--- config.mk ---
export PLATFORM = sky130hd
export DESIGN_NAME = hazard_forward_unit
export DESIGN_NICKNAME = d
export VERILOG_FILES = /design/src/rtl/hazard_pkg.sv /design/src/rtl/hazard_forward_unit_fwd_select.sv /design/src/rtl/hazard_forward_unit.sv
export SDC_FILE = /design/constraint.sdc
export NUM_CORES = 1
export LEC_CHECK = 0
export ABC_AREA = 0
export BUFFER_PORTS_ARGS = -buffer_cell sky130_fd_sc_hd__buf_2
export CAP_MARGIN = 10
export CORE_ASPECT_RATIO = 0.9
export CORE_UTILIZATION = 44
export CTS_BUF_LIST = sky130_fd_sc_hd__clkbuf_4 sky130_fd_sc_hd__clkbuf_8
export DETAILED_ROUTE_END_ITERATION = 7
export PLACE_DENSITY = 0.86
export SYNTH_ARGS = -nofsm -noshare
export SYNTH_HDL_FRONTEND = slang
export SYNTH_SLANG_ARGS = --single-unit
--- constraint.sdc ---
create_clock -name clk -period 2 [get_ports clk]
set_clock_uncertainty 0.1 [all_clocks]
set_input_delay 0.1 -clock clk [delete_from_list [all_inputs] [get_ports clk]]
set_output_delay 0.1 -clock clk [all_outputs]
set_load 0.02 [all_outputs]
--- src/rtl/hazard_pkg.sv ---
// Shared encodings for the hazard/forwarding unit:
// forwarding selects and multi-cycle FSM states.
package hazard_pkg;

  localparam logic [1:0] FWD_REG   = 2'b00;
  localparam logic [1:0] FWD_EXMEM = 2'b01;
  localparam logic [1:0] FWD_MEMWB = 2'b10;

  typedef enum logic {
    IDLE    = 1'b0,
    MC_BUSY = 1'b1
  } state_e;

endpackage

--- src/rtl/hazard_forward_unit_fwd_select.sv ---
// Priority forwarding select for one EX operand.
// EX/MEM beats MEM/WB; register 0 never forwards.
module fwd_select
  import hazard_pkg::*;
#(
  parameter int REG_AW = 5
) (
  input  logic [REG_AW-1:0] src,
  input  logic [REG_AW-1:0] exm_rd,
  input  logic              exm_we,
  input  logic [REG_AW-1:0] mwb_rd,
  input  logic              mwb_we,
  output logic [1:0]        fwd
);

  logic hit_exm;
  logic hit_mwb;

  always_comb begin
    hit_exm = exm_we && (exm_rd == src) && (exm_rd != '0);
    hit_mwb = mwb_we && (mwb_rd == src) && (mwb_rd != '0)
              && !hit_exm;
    fwd = FWD_REG;
    unique case (1'b1)
      hit_exm: fwd = FWD_EXMEM;
      hit_mwb: fwd = FWD_MEMWB;
      default: fwd = FWD_REG;
    endcase
  end

endmodule

--- src/rtl/hazard_forward_unit.sv ---
// Forwarding, load-use stall and multi-cycle EX hold
// for the 5-stage pipeline, with a stall-cycle counter.
module hazard_forward_unit
  import hazard_pkg::*;
#(
  parameter int REG_AW = 5,
  parameter int MC_LAT = 4,
  parameter int CNT_W  = 16
) (
  input  logic              clk,
  input  logic              rst_n,
  input  logic [REG_AW-1:0] ID_rs,
  input  logic [REG_AW-1:0] ID_rt,
  input  logic              ID_uses_rt,
  input  logic [REG_AW-1:0] ID_EX_rs,
  input  logic [REG_AW-1:0] ID_EX_rt,
  input  logic [REG_AW-1:0] ID_EX_rd,
  input  logic              ID_EX_memread,
  input  logic              ID_EX_multicycle,
  input  logic [REG_AW-1:0] EX_MEM_rd,
  input  logic              EX_MEM_regwrite,
  input  logic [REG_AW-1:0] MEM_WB_rd,
  input  logic              MEM_WB_regwrite,
  input  logic              clr_stats,
  output logic [1:0]        forward_rs,
  output logic [1:0]        forward_rt,
  output logic              pc_write,
  output logic              IF_ID_write,
  output logic              ID_EX_flush,
  output logic              EX_hold,
  output logic              mc_busy,
  output logic [CNT_W-1:0]  stall_count
);

  localparam int CW = (MC_LAT > 2) ? $clog2(MC_LAT) : 1;
  localparam logic [CW-1:0] MC_INIT = CW'(MC_LAT - 2);

  state_e            state_q, state_d;
  logic [CW-1:0]     mc_cnt_q, mc_cnt_d;
  logic [CNT_W-1:0]  stall_cnt_q, stall_cnt_d;

  logic [1:0] fwd_rs;
  logic [1:0] fwd_rt;
  logic       hold;
  logic       lu;
  logic       stall;

  fwd_select #(.REG_AW(REG_AW)) u_fwd_rs (
    .src    (ID_EX_rs),
    .exm_rd (EX_MEM_rd),
    .exm_we (EX_MEM_regwrite),
    .mwb_rd (MEM_WB_rd),
    .mwb_we (MEM_WB_regwrite),
    .fwd    (fwd_rs)
  );

  fwd_select #(.REG_AW(REG_AW)) u_fwd_rt (
    .src    (ID_EX_rt),
    .exm_rd (EX_MEM_rd),
    .exm_we (EX_MEM_regwrite),
    .mwb_rd (MEM_WB_rd),
    .mwb_we (MEM_WB_regwrite),
    .fwd    (fwd_rt)
  );

  // Gating with rst_n releases the pipeline while reset is held.
  always_comb begin
    hold = rst_n && (
      ((state_q == IDLE) && ID_EX_multicycle) ||
      ((state_q == MC_BUSY) && (mc_cnt_q != '0)));
    lu = rst_n && ID_EX_memread && (ID_EX_rd != '0) &&
         ((ID_EX_rd == ID_rs) ||
          (ID_uses_rt && (ID_EX_rd == ID_rt)));
    stall = hold || lu;
  end

  always_comb begin
    forward_rs  = rst_n ? fwd_rs : FWD_REG;
    forward_rt  = rst_n ? fwd_rt : FWD_REG;
    pc_write    = !stall;
    IF_ID_write = !stall;
    ID_EX_flush = lu && !hold;
    EX_hold     = hold;
    mc_busy     = (state_q == MC_BUSY);
    stall_count = stall_cnt_q;
  end

  always_comb begin
    state_d  = state_q;
    mc_cnt_d = mc_cnt_q;
    unique case (state_q)
      IDLE: begin
        if (ID_EX_multicycle) begin
          state_d  = MC_BUSY;
          mc_cnt_d = MC_INIT;
        end
      end
      MC_BUSY: begin
        if (mc_cnt_q != '0) mc_cnt_d = mc_cnt_q - CW'(1);
        else state_d = IDLE;
      end
      default: state_d = IDLE;
    endcase
  end

  always_comb begin
    stall_cnt_d = stall_cnt_q;
    if (clr_stats) stall_cnt_d = '0;
    else if (stall && !(&stall_cnt_q))
      stall_cnt_d = stall_cnt_q + CNT_W'(1);
  end

  always_ff @(posedge clk or negedge rst_n) begin
    if (!rst_n) begin
      state_q     <= IDLE;
      mc_cnt_q    <= '0;
      stall_cnt_q <= '0;
    end else begin
      state_q     <= state_d;
      mc_cnt_q    <= mc_cnt_d;
      stall_cnt_q <= stall_cnt_d;
    end
  end

endmodule
==> results.toml <==
[worst_hold_path]
hold_class = "in -> async"

[synthesis]
syn_area_um2 = 1520
ys_ff_latch = 19
synth_nets = 215
synth_edf_count = 0
synth_ff_type = "dfrtp_1"
yosys.cell_types.count = 41
synth_cells = 170
async_flop_share = 1.00
ys_seq_area_frac = 0.312
synth_top_area_frac = 0.312
synth_largest_area_cell = "dfrtp_1"
synth_area_leaders = "dfrtp_1 31%, xnor2_1 11%, xor2_1 8.0%"
yosysWarnings = 0
postSynthAreaPerCell_um2 = 8.96

[final_layout]
area_growth_pct = 45.1
final_cells = 308
num_antenna_cells = 0
final_core_util = 0.694
fin_area_um2 = 2210
nFillCells = 254
drive_gt1_frac = 0.447
fin_nets = 312

[run]
max_cap_viol_count = 0

[power_and_ir_drop]
p_leak_uw = 0.00106
ir_worst_vdd_mv = 0.589
power.density_nw_per_um2 = 645

[floorplanning]
die_w_um = 64.0
core_area_um2 = 3190
io_pins = 68
start_util = 0.478
row_count = 19
fp.dieH_um = 57.8
die_area_um2 = 3700

[grt]
grtUsageMet1 = 0.300
grtUsageTotal = 0.250
use_met3 = 0.0413
grt_pass1_wl_um = 7030
grt_overflow = 0
grt_busiest_layer = "met2"
grt_antenna_before_repair = 0
use_met2 = 0.439
grt_pass1_vias = 1565
grt_max_degree = 16

[clock_tree]
cts.sinks = 19
clk_latency_ps = 270
clockRootBuffer = "clkbuf_8"
tritoncts = "done"
cts_buffers = 3
clkTransAtPathRegs_ps = 80
htreeDepth = 1
clk_path_buf_depth = 2

[worst_setup_path]
reg2reg_setup_slack_ps = -30
slowest_stage = "dfrtp_2"
crit_path_start_kind = "flop"
critPathMaxFanout = 8
crit_type = "reg -> reg"
crit_family = "simple AND/OR/NAND/NOR gates"
r2r-end = "stall_count[0]$_DFFE_PN0P_"
cp-startpoint = "stall_count[1]$_DFFE_PN0P_"
worstReg2RegStart = "stall_count[1]$_DFFE_PN0P_"
r2r_cells = 8
max_stage_delay_ps = 400
cp_num_cells = 8
critPathRequiredTime_ps = 2040
crit_arrival_ps = 2070
crit_buf_inv = 1
path_cells = "ha_4 -> nand4_1 -> nor3_4 -> nand2_2 -> a22oi_4 -> buf_6 -> xor2_1 -> nor2_1"
worstSetupEndpointType = "flop"
worstSetupEndpoint = "stall_count[0]$_DFFE_PN0P_"

[routing]
viasPerCell = 5.61
routed_wirelength_um = 4660
ant_nets = 0
firstDrtPassIters = 4
wl_per_cell_um = 15.1
first_iter_violations = 81
drc_errors = 0
vias = 1727

[timing]
setup_violations = 2
slew_viol_final = 0
fmaxAchievable_mhz = 494
fin_crit_sh = 1.01
slew_headroom = 0.697
max_slew.worst_pin.slew_ps = 454
min_period_ps = 2030
setup_slack_ps = -25.4
rsz0062_at_grt = "yes"
hold_violations = 0

[outcome]
violations = "setup timing"
outcome = "finished with violations"

[placed_design]
pre_cts_ws_ps = -47.5
place.gp.congestion = 0.851
post-dp-hpwl_um = 3370
placed_area_um2 = 2060
port_buffers = 67
placed_cells = 297
## placed cells by master (no fill, tap or decap), drive strengths merged, types with 8 or more instances in the layout
cell type	netlist	routed
or3	11	11
xnor2	19	19
dfrtp	19	19
o21ai	9	9
nor2	8	8
nand3	12	12
xor2	14	14
a21oi	14	14
nand2	9	9
buf	4	95
## Yosys cell counts, types with 2 or more instances
master,instances
a21oi_2,2
dfrtp_1,19
o211ai_1,2
buf_4,3
nand4_1,3
nand2_1,9
nand3_1,12
nor4_1,3
xor2_1,14
o21ai_0,8
o31ai_1,3
inv_1,7
nor3_1,3
o41ai_1,2
a21oi_1,12
or4_1,5
or3_1,11
xnor2_1,19
and2_1,3
nor2_1,8
ha_1,2
## stage by stage
| step | setup TNS (ps) | hold WS [ps] | power (uW) |
|---|---|---|---|
| after floorplan | 0 | -296 | 834 |
| after global placement | 0 | -117 | 1040 |
| after detailed placement | -116 | -107 | 1060 |
| after CTS | 0 | 51.2 | 1370 |
| after global routing | -696 | 41.2 | 1510 |
| final | -39.1 | 19.7 | 1430 |
## report_power, final
part           switching [uW]  internal, uW  total (uW)
combinational             341           325         665
sequential               36.3           429         466
clock                     140           156         296
## metal layers
metal / vias to the layer above / wire length, um
met3: 14 / 251
met2: 68 / 2310
li1: 825 / -
met1: 820 / 1960
met4: 0 / 135
met5: - / 0
## final cells by class
class | instances | area, um^2 | area share
Sequential cell | 19 | 478 | 0.216
Inverter | 7 | 26.3 | 0.0119
Multi-Input combinational cell | 139 | 1030 | 0.467
Clock buffer | 4 | 48.8 | 0.0221
Tap cell | 42 | 52.6 | 0.0238
Timing Repair Buffer | 97 | 572 | 0.259
## state kept, by name, indices dropped and copies added (netlist names)
| signal | flops |
|---|---|
| stall_count | 16 |
| mc_busy | 1 |
| mc_cnt_q | 2 |
## worst min-delay path by stage
stage          cells past startpoint  slack [ps]                     endpoint        startpoint
2_1_floorplan                      0        -300            mc_busy$_DFF_PN0_             rst_n
5_1_grt                            3          40  stall_count[10]$_DFFE_PN0P_             rst_n
4_1_cts                            3          50            mc_busy$_DFF_PN0_  ID_EX_multicycle
3_3_place_gp                       1        -120  stall_count[14]$_DFFE_PN0P_             rst_n
6_report                           3          20  stall_count[10]$_DFFE_PN0P_             rst_n
3_5_place_dp                       1        -110  stall_count[14]$_DFFE_PN0P_             rst_n
## what timing repair did
item,4_1_cts,5_1_grt
endpoints found under the setup margin,8,20
hold buffers,1,1
pin swaps,2,7
gates resized for setup,5,8
endpoints found under the hold margin,19,7
buffers inserted,1,4
## tightest hold or removal path: stages
cell,delay [ps]
buf_2,160
dlymetal6s4s_1,250
buf_4,240
## logic make-up (layout without fill, tap and decap cells)
logic type               Yosys count  after routing  share of synthesized area
AND/OR/NAND/NOR                   63             63                      0.234
AO/OA/AOI/OAI                     40             40                      0.200
XOR/XNOR                          33             33                      0.190
flip-flops                        19             19                      0.312
buffers and inverters             12            108                     0.0419
adder cells (fa/ha/maj)            2              2                     0.0164
multiplexers                       1              1                    0.00657
No activity file was read; power rests on OpenSTA's default activity.
